**config.mk**
```make
export PLATFORM = sky130hd
export DESIGN_NAME = ghost_mode_scheduler
export DESIGN_NICKNAME = d
export VERILOG_FILES = /design/src/rtl/ghost_mode_scheduler.sv
export SDC_FILE = /design/constraint.sdc
export NUM_CORES = 1
export LEC_CHECK = 0
export ABC_AREA = 0
export CORE_MARGIN = 1
export CORE_UTILIZATION = 59
export DETAILED_ROUTE_END_ITERATION = 10
export GPL_TIMING_DRIVEN = 0
export MAX_ROUTING_LAYER = met4
export PLACE_DENSITY = 0.91
export SYNTH_ARGS = -nofsm -noshare
export SYNTH_HDL_FRONTEND = slang
export SYNTH_SLANG_ARGS = --single-unit
```
**constraint.sdc**
```tcl
create_clock -name frame_clk -period 2.25 [get_ports frame_clk]
set_input_delay 0.45 -clock frame_clk [delete_from_list [all_inputs] [get_ports frame_clk]]
set_output_delay 0.45 -clock frame_clk [all_outputs]
set_load 0.02 [all_outputs]
```
**src/rtl/ghost_mode_scheduler.sv**
```systemverilog
// Ghost mode scheduler: scatter/chase phase table, frightened mode and house-release flags.
// Optional idle-release timer is enabled by defining GHOST_IDLE_RELEASE_EN.
module ghost_mode_scheduler #(
  parameter int FRAMES_PER_SEC = 60,
  parameter int FRIGHT_SECONDS = 6,
  parameter int INKY_DOTS      = 30,
  parameter int CLYDE_DOTS     = 60
) (
  input  logic       frame_clk,
  input  logic       Reset,
  input  logic       level_start,
  input  logic       power_pellet,
  input  logic       dot_eaten,
  input  logic       pacman_dead,
  output logic [1:0] mode,
  output logic [2:0] phase_idx,
  output logic       reverse_req,
  output logic       fright_flash,
  output logic [3:0] ghost_release
);

  typedef enum logic [1:0] {
    MODE_WAIT    = 2'd0,
    MODE_SCATTER = 2'd1,
    MODE_CHASE   = 2'd2,
    MODE_FRIGHT  = 2'd3
  } mode_e;

  localparam int FW = (FRAMES_PER_SEC > 1) ? $clog2(FRAMES_PER_SEC) : 1;
  localparam logic [FW-1:0] FRAME_LAST  = FW'(FRAMES_PER_SEC - 1);
  localparam logic [6:0]    FRIGHT_LAST = 7'(FRIGHT_SECONDS - 1);
  localparam logic [6:0]    FLASH_FROM  = 7'((FRIGHT_SECONDS > 2) ? FRIGHT_SECONDS - 2 : 0);
  localparam logic [7:0]    INKY_TH     = 8'(INKY_DOTS);
  localparam logic [7:0]    CLYDE_TH    = 8'(CLYDE_DOTS);

`ifdef GHOST_IDLE_RELEASE_EN
  localparam int IDLE_FRAMES = 4 * FRAMES_PER_SEC;
  localparam int IW          = $clog2(IDLE_FRAMES + 1);
  localparam logic [IW-1:0] IDLE_LAST = IW'(IDLE_FRAMES - 1);

  logic [IW-1:0] idle_q, idle_d;
  logic          idle_done;
`endif

  mode_e         mode_q, mode_d;
  mode_e         saved_q, saved_d;
  logic [2:0]    phase_q, phase_d;
  logic [FW-1:0] frame_q, frame_d;
  logic [6:0]    sec_q, sec_d;
  logic [FW-1:0] ffrm_q, ffrm_d;
  logic [6:0]    fsec_q, fsec_d;
  logic [7:0]    dots_q, dots_d;
  logic [3:0]    rel_q, rel_d;
  logic          rev_q, rev_d;

  // Last second index of each phase; phase 7 is endless chase.
  function automatic logic [6:0] phase_last(input logic [2:0] idx);
    case (idx)
      3'd0, 3'd2:        phase_last = 7'd6;
      3'd1, 3'd3, 3'd5:  phase_last = 7'd19;
      3'd4, 3'd6:        phase_last = 7'd4;
      default:           phase_last = 7'd127;
    endcase
  endfunction

  always_comb begin
    mode_d  = mode_q;
    saved_d = saved_q;
    phase_d = phase_q;
    frame_d = frame_q;
    sec_d   = sec_q;
    ffrm_d  = ffrm_q;
    fsec_d  = fsec_q;
    dots_d  = dots_q;
    rel_d   = rel_q;
    rev_d   = 1'b0;
`ifdef GHOST_IDLE_RELEASE_EN
    idle_d    = idle_q;
    idle_done = 1'b0;
`endif

    if (pacman_dead) begin
      mode_d  = MODE_WAIT;
      saved_d = MODE_WAIT;
      phase_d = 3'd0;
      frame_d = '0;
      sec_d   = '0;
      ffrm_d  = '0;
      fsec_d  = '0;
      rel_d   = 4'b0000;
`ifdef GHOST_IDLE_RELEASE_EN
      idle_d  = '0;
`endif
    end else begin
      if (dot_eaten && (mode_q != MODE_WAIT) && (dots_q != 8'hFF))
        dots_d = dots_q + 8'd1;

      case (mode_q)
        MODE_WAIT: begin
          if (level_start) begin
            mode_d     = MODE_SCATTER;
            phase_d    = 3'd0;
            frame_d    = '0;
            sec_d      = '0;
            rel_d[1:0] = 2'b11;
          end
        end
        MODE_SCATTER, MODE_CHASE: begin
          // A pellet wins over a phase expiry in the same frame; the counters
          // stay frozen just short of expiry and expire once fright ends.
          if (power_pellet) begin
            saved_d = mode_q;
            mode_d  = MODE_FRIGHT;
            ffrm_d  = '0;
            fsec_d  = '0;
            rev_d   = 1'b1;
          end else if (frame_q == FRAME_LAST) begin
            frame_d = '0;
            if ((phase_q != 3'd7) && (sec_q == phase_last(phase_q))) begin
              phase_d = phase_q + 3'd1;
              sec_d   = '0;
              mode_d  = phase_d[0] ? MODE_CHASE : MODE_SCATTER;
              rev_d   = 1'b1;
            end else if (sec_q != 7'd127) begin
              sec_d = sec_q + 7'd1;
            end
          end else begin
            frame_d = frame_q + FW'(1);
          end
        end
        MODE_FRIGHT: begin
          if (power_pellet) begin
            ffrm_d = '0;
            fsec_d = '0;
          end else if (ffrm_q == FRAME_LAST) begin
            ffrm_d = '0;
            if (fsec_q == FRIGHT_LAST) begin
              mode_d = saved_q;
              fsec_d = '0;
            end else begin
              fsec_d = fsec_q + 7'd1;
            end
          end else begin
            ffrm_d = ffrm_q + FW'(1);
          end
        end
        default: mode_d = MODE_WAIT;
      endcase

      // Dot-based release only while the level is live, so a held dot count
      // does not re-release ghosts during the post-death wait.
      if (mode_d != MODE_WAIT) begin
        if (dots_d >= INKY_TH)  rel_d[2] = 1'b1;
        if (dots_d >= CLYDE_TH) rel_d[3] = 1'b1;
      end

`ifdef GHOST_IDLE_RELEASE_EN
      if (dot_eaten || level_start) begin
        idle_d = '0;
      end else if (mode_q != MODE_WAIT) begin
        if (idle_q == IDLE_LAST) begin
          idle_d = '0;
          for (int i = 0; i < 4; i++) begin
            if (!idle_done && !rel_d[i]) begin
              rel_d[i]  = 1'b1;
              idle_done = 1'b1;
            end
          end
        end else begin
          idle_d = idle_q + IW'(1);
        end
      end
`endif
    end
  end

  always_ff @(posedge frame_clk) begin
    if (Reset) begin
      mode_q  <= MODE_WAIT;
      saved_q <= MODE_WAIT;
      phase_q <= 3'd0;
      frame_q <= '0;
      sec_q   <= '0;
      ffrm_q  <= '0;
      fsec_q  <= '0;
      dots_q  <= '0;
      rel_q   <= 4'b0000;
      rev_q   <= 1'b0;
`ifdef GHOST_IDLE_RELEASE_EN
      idle_q  <= '0;
`endif
    end else begin
      mode_q  <= mode_d;
      saved_q <= saved_d;
      phase_q <= phase_d;
      frame_q <= frame_d;
      sec_q   <= sec_d;
      ffrm_q  <= ffrm_d;
      fsec_q  <= fsec_d;
      dots_q  <= dots_d;
      rel_q   <= rel_d;
      rev_q   <= rev_d;
`ifdef GHOST_IDLE_RELEASE_EN
      idle_q  <= idle_d;
`endif
    end
  end

  assign mode          = mode_q;
  assign phase_idx     = phase_q;
  assign reverse_req   = rev_q;
  assign fright_flash  = (mode_q == MODE_FRIGHT) && (fsec_q >= FLASH_FROM);
  assign ghost_release = rel_q;

endmodule

```
==> run metrics, run 1 <==
status finished, final reports clean; class of the worst hold path reg2reg; Mapped Avg Cell Area 8.11 um2; first-pass GRT wire length 8730 um; GRT Util Overall 25.9%; Reg2Reg Depth 7; fraction of layout cells with a size suffix above 1 13.4%; Synth async-reset ratio 0%; CP startpoint kind primary input; wirelength, routed 5510 um; critical-path cell list clkdlybuf4s50_1 -> nand2b_1 -> nor2b_2 -> nand4_1 -> or3_4 -> a211oi_1 -> a211oi_1; Post-Synthesis Cells 318; Pwr Density 492 mW/mm2; Mapped Area 0.00258 mm2; Cell Count, Final, Fillers Out 393; DP HPWL 3810 um; min Tclk post-route 2.14 ns; LEAKAGE 1.03 nW; worst skew pair latency 0.32 ns; Syn-to-layout area delta 15.3%; CTS tree yes; via count 2,331; flops & latches, synth 45; post-synth top area share 35.0%; FP Rows 23; crit share post-route 95.1%; DP Area 0.00279 mm2; DR iter-0 viols 139; Max Slew Vio Count 0; Top delay family on crit path simple AND/OR/NAND/NOR gates; YS warnings 0; Synth area leader dfxtp_1; Num CTS Buffers 5; CP Capture Type flop; Buf+Inv Stages, Crit Path 1; syn_nets 336; Inserted Diodes 0; crit path DAT 2.33 ns; die height 68.1 um; CTS sink cnt 45; core area 0.00409 mm2; Final GP Congestion 0.852; Max VDD drop 0.394 mV; placed cell count 383; Crit path top cell by count a211oi_1; clock skew 0.00519 ns; register area share after synthesis 35.0%; Least-Margin Pin Slew 0.527 ns; Netlist cell types 61; CP Class in2reg; dominant cells by area after synthesis dfxtp_1 35%, nor2_1 6.1%, ha_1 5.8%; Final Power 1.46 mW; number of H-tree levels 2; vias in the first global route 2,093; Crit-path slowest cell clkdlybuf4s50_1; # DRC 0; number of flops mapped to enable cells by yosys 0; routed len/inst 14.0 um; Root Driver clkbuf_8; Final Hold Vio Count 0; routed vias/inst 5.93; Post-Layout Inst Area 0.00297 mm2; max incr delay on CP 0.51 ns; # nets final 360; Fmax 0.467 GHz; IO Port Bufs 15; die area 0.00464 mm2; maxcap violations 0; Max-slew headroom 64.9%; Die W 68.1 um; Stages on worst setup path 7; io pins 17; initial antenna violation count 0; Congestion Overflow GR 0; CTS clk-pin slew, worst paths 0.09 ns; clock buffer depth 2; drt pass-1 iters 4; largest net degree at the start of global routing 16; ys flop type dfxtp_1; Worst Path Max Fanout 5; CP required 2.44 ns; initial core utilization 63.1%; Antenna Violating Nets Remaining 0; # setup viols final 0; Hold Path Depth 2
## path summary, 6_finish.rpt
| kind | slack [ns] | end | start |
|---|---|---|---|
| setup / recovery | 0.11 | sec_q[3] | level_start |
| hold / removal | 0.47 | saved_q[1] | saved_q[1] |
| setup reg to reg | 0.13 | sec_q[3] | mode[1] |
| hold reg to reg | 0.47 | saved_q[1] | saved_q[1] |
## repair_timing
| item | 4_1_cts | 5_1_grt |
|---|---|---|
| setup buffers | 0 | 2 |
| pin swaps | 0 | 1 |
| hold buffers | 0 | 0 |
| gates resized for setup | 6 | 17 |
| endpoints found under the setup margin | 16 | 30 |
## power by group
| group | leakage, nW | switching [mW] | internal (mW) |
|---|---|---|---|
| logic | 0.629 | 0.0851 | 0.0534 |
| clock network | 0.0364 | 0.301 | 0.218 |
| registers | 0.364 | 0.00599 | 0.800 |
| total | 1.03 | 0.392 | 1.07 |
## worst min-delay path, cell delays in order (launching register included)
cell and delay (ns):
dfxtp_1 0.32, nand2_1 0.05, a21oi_1 0.05
## per-stage QoR
stage,setup slack [ns],utilization (%),TNS [ns],hold slack [ns]
after CTS,0.0466,71.1,0,0.466
after global placement,-0.277,68.3,-1.68,0.445
after global routing,-0.0208,72.7,-0.0404,0.497
after detailed placement,-0.354,68.3,-2.81,0.454
after floorplan,0.0559,-,0,0.436
final,0.111,72.7,0,0.473
## sequential cells by signal, indices dropped and copies added (netlist names)
name / cells
fsec_q: 7
ghost_release: 3
dots_q: 8
sec_q: 7
mode: 2
ffrm_q: 6
reverse_req: 1
saved_q: 2
frame_q: 6
phase_idx: 3
## area by class of cell
cell class | instances | area (um2)
buffer | 13 | 73.8
clock buffer | 5 | 68.8
clock inverter | 3 | 22.5
fill | 319 | 1110
inverter | 16 | 60.1
multi-input combinational | 244 | 1620
sequential | 45 | 906
tap | 50 | 62.6
timing repair buffer | 17 | 164
## synthesized netlist by cell type, drive strengths merged, types with 3 or more instances
master / n
a211oi: 4
a21oi: 21
a22o: 3
a31oi: 8
and2: 3
and3: 3
buf: 6
clkbuf: 7
dfxtp: 45
ha: 12
inv: 16
mux2i: 5
nand2: 31
nand3: 11
nand4: 10
nor2: 42
nor2b: 8
nor3: 9
nor3b: 3
o21ai: 16
or3: 4
xnor2: 5
xor2: 12
## routing by layer
metal | track usage, % | wire, um | vias to the layer above
met3 | 4.50 | 217 | 14
met1 | 28.9 | 2390 | 1094
met5 | - | 0 | -
met4 | 16.7 | 140 | 0
li1 | - | - | 1175
met2 | 42.3 | 2760 | 48
## logic make-up after synthesis
family / count (synthesis) / share of synthesized area, %
AO/OA/AOI/OAI: 73 / 18.5
adder cells (fa/ha/maj): 12 / 5.83
AND/OR/NAND/NOR: 137 / 28.0
multiplexers: 5 / 1.94
buffers and inverters: 29 / 5.00
flip-flops: 45 / 35.0
XOR/XNOR: 17 / 5.78
## layout by cell type (no fill, tap or decap), drive strengths merged, types with 4 or more instances in the layout
cell type      count
xnor2              5
nor2b              8
mux2i              5
nor2              42
nand2             31
o21ai             16
nand3             11
a21oi             21
nor3               9
clkbuf            13
or3                4
dfxtp             45
a211oi             4
nand4             10
buf                7
inv               16
clkdlybuf4s50     14
ha                12
xor2              12
a31oi              8
(Power assumes the default switching activity.)
==> run 2, diff against run 1 <==
--- a/config.mk
+++ b/config.mk
@@ -6,6 +6,7 @@
 export NUM_CORES = 1
 export LEC_CHECK = 0
 export ABC_AREA = 0
+export CAP_MARGIN = 10
 export CORE_MARGIN = 1
 export CORE_UTILIZATION = 59
 export DETAILED_ROUTE_END_ITERATION = 10
==> results of run 2 <==
No change in the layout: final DEF, timing and power equal those of run 1.
==> run 3, diff against run 2 <==
--- a/config.mk
+++ b/config.mk
@@ -10,7 +10,6 @@
 export CORE_MARGIN = 1
 export CORE_UTILIZATION = 59
 export DETAILED_ROUTE_END_ITERATION = 10
-export GPL_TIMING_DRIVEN = 0
 export MAX_ROUTING_LAYER = met4
 export PLACE_DENSITY = 0.91
 export SYNTH_ARGS = -nofsm -noshare
==> constraint.sdc (replaced) <==
create_clock -name frame_clk -period 2.6 [get_ports frame_clk]
set_input_delay 0.52 -clock frame_clk [delete_from_list [all_inputs] [get_ports frame_clk]]
set_output_delay 0.52 -clock frame_clk [all_outputs]
set_load 0.02 [all_outputs]
==> run 3 against run 2 <==
Critical path depth is 3 lower; final cell count is 0.51% lower; non-clock buffer count is 2 lower; register-to-register slack better by 0.12 ns; core utilization is 0.37 points lower; largest power group unchanged.
==> run metrics, run 3 (synthesized netlist as in run 1, its figures left out) <==
crit share post-route 96.6%; CP required 2.08 ns (-0.36 ns); maxcap violations 0 (unchanged); Biggest register dots_q; io pins 17 (unchanged); DP HPWL 4000 um (+5.1%); CTS tree yes; drt pass-1 iters 5 (+1); critical-path cell list ha_2 -> inv_1 -> a21oi_1 -> clkdlybuf4s50_1; Sw Ratio 22.6% (-4.2 points); Worst Path Max Fanout 8 (+3); met2 Resource Use GR 46.8% (+4.5 points); status finished, final reports clean; CP endpoint fright_flash; Least-Margin Pin Slew 0.437 ns (-0.0896 ns); internal cell power 1.12 mW (+4.7%); clock power share 43.9% (+8.4 points); LEAKAGE 1.05 nW (+2.2%); crit path DAT 1.99 ns (-0.34 ns); die height 68.1 um (unchanged); CP Capture Type primary output; most common cell after layout, fill and taps aside dfxtp_1; CP startpoint kind flop; Seq pwr share 48.1% (-7.0 points); met1 Track Usage GR 32.4% (+3.5 points); routed vias/inst 6.01 (+1.4%); GRT Util Overall 28.8% (+2.9 points); initial core utilization 63.1% (unchanged); Final Hold Vio Count 0 (unchanged); wirelength, routed 5640 um (+2.4%); RSZ-0062 raised after global routing no; DR iter-0 viols 157 (+13%); Max VDD drop 0.382 mV (-3.0%); Setup crit start mode[1]; Root Driver clkbuf_8; switching pwr 0.328 mW (-16%); first-pass GRT wire length 9680 um (+11%); Pwr Density 490 mW/mm2 (-0.47%); setup TNS 0 ns (unchanged); worst r2r dst dots_q[3]; Num CTS Buffers 5 (unchanged); Max-slew headroom 70.9% (+6.0 points); initial antenna violation count 0 (unchanged); vias in the first global route 2,195 (+4.9%); fraction of layout cells with a size suffix above 1 10.9% (-2.6 points); GRT busiest layer met2; clock skew 0.0104 ns (+0.00526 ns); Final GP Congestion 0.898 (+5.4%); biggest regs dots_q x8, fsec_q x7, sec_q x7; FP Rows 23 (unchanged); CTS clk-pin slew, worst paths 0.08 ns (about the same); Reg2Reg Depth 10 (+3); commonest non-fill, non-tap cells in the layout 45 x dfxtp_1, 42 x nor2_1, 31 x nand2_1, 20 x a21oi_1; Top delay family on crit path buffers and inverters; class of the worst hold path reg2reg; IO Port Bufs 16 (+1); min Tclk post-route 2.51 ns; met3 Use GR 6.00% (+1.5 points); via count 2,351 (+0.86%); # nets final 358 (-0.56%); routed len/inst 14.4 um (+2.9%); Inserted Diodes 0 (unchanged); CTS sink cnt 45 (unchanged); Buf+Inv Stages, Crit Path 2 (+1); placed cell count 383 (unchanged); worst skew pair latency 0.31 ns (about the same); Util after Layout 72.4% (-0.37 points); FF-to-FF setup slack 0.25 ns (+0.12 ns); largest net degree at the start of global routing 21 (+5); Stages on worst setup path 4 (-3); Cell Count, Final, Fillers Out 391 (-0.51%); worst hold margin 0.478 ns (+0.00474 ns); Comb pwr share 8.0% (-1.5 points); die area 0.00464 mm2 (unchanged); # setup viols final 0 (unchanged); number of H-tree levels 2 (unchanged); # Post-CTS Setup Buffers 0 (unchanged); Die W 68.1 um (unchanged); core area 0.00409 mm2 (unchanged); Antenna Violating Nets Remaining 0 (unchanged); r2r startpoint mode[1]; Resized Gates After CTS 1 (-5); Syn-to-layout area delta 14.8%; Fmax 0.398 GHz; Max Slew Vio Count 0 (unchanged); Crit-path slowest cell clkdlybuf4s50_1; max reg flops 8 (unchanged); max incr delay on CP 0.63 ns (+0.12 ns); CP Class reg2out; Congestion Overflow GR 0 (unchanged); hold_buf cts 0 (unchanged); # DRC 0 (unchanged); clock buffer depth 2 (unchanged)
[run 3: changes by cell type in the layout (fill, tap and decap cells not counted), moves of 2 or more]
cell / delta
clkdlybuf4s50_1: +2
bufinv_16: +2
dfxtp_1: +2
buf_4: +8
clkinvlp_4: -3
buf_2: -2
nor2b_1: +2
clkbuf_1: -5
a21oi_1: +2
[run 3: worst reg2reg max path, stage by stage (launching register included)]
cell,delay (ns)
dfxtp_1,0.45
inv_1,0.10
ha_1,0.33
nor2b_2,0.29
inv_1,0.06
a31oi_1,0.29
nor2b_1,0.23
buf_4,0.17
nand4_1,0.12
xor2_1,0.17
nor2_1,0.05
[run 3: stage by stage]
stage | worst slack, ns | cell area, um2 | total power [mW]
3_5_place_dp | 0.151 | 2820 | 0.826
6_report | 0.0889 | 2960 | 1.45
5_1_grt | 0.0205 | 2960 | 1.50
3_3_place_gp | 0.177 | 2820 | 0.824
2_1_floorplan | 0.406 | 2580 | 0.787
4_1_cts | 0.0761 | 2960 | 1.45
[run 3: power groups by stage]
stage	sequential, mW	clock, mW	combinational, mW
after CTS	0.697	0.642	0.115
after global placement	0.713	0	0.111
after global routing	0.698	0.673	0.127
final	0.697	0.636	0.117
after detailed placement	0.713	0	0.113
after floorplan	0.715	0	0.0713
[run 3: how the worst min path moves through the flow]
stage	cells after the start	end	start
after floorplan	2	saved_q[1]	saved_q[1]
after global placement	2	saved_q[1]	saved_q[1]
after detailed placement	2	saved_q[1]	saved_q[1]
after CTS	2	saved_q[1]	saved_q[1]
after global routing	2	frame_q[5]	frame_q[5]
final	2	saved_q[1]	saved_q[1]
[run 3: cell type report]
class / count / area [um2]
clock inverters: 3 / 65.1
well taps: 50 / 62.6
inverters: 16 / 60.1
fillers: 311 / 1130
repair buffers: 28 / 250
flip-flops and latches: 45 / 901
clock buffers: 5 / 68.8
multi-input cells: 244 / 1550
[run 3: metal layers]
layer  vias up  routed length (um)
met5         -                   0
met4         0                 174
met3        19                 185
met2        54                2800
met1      1109                2480
li1       1169                   -
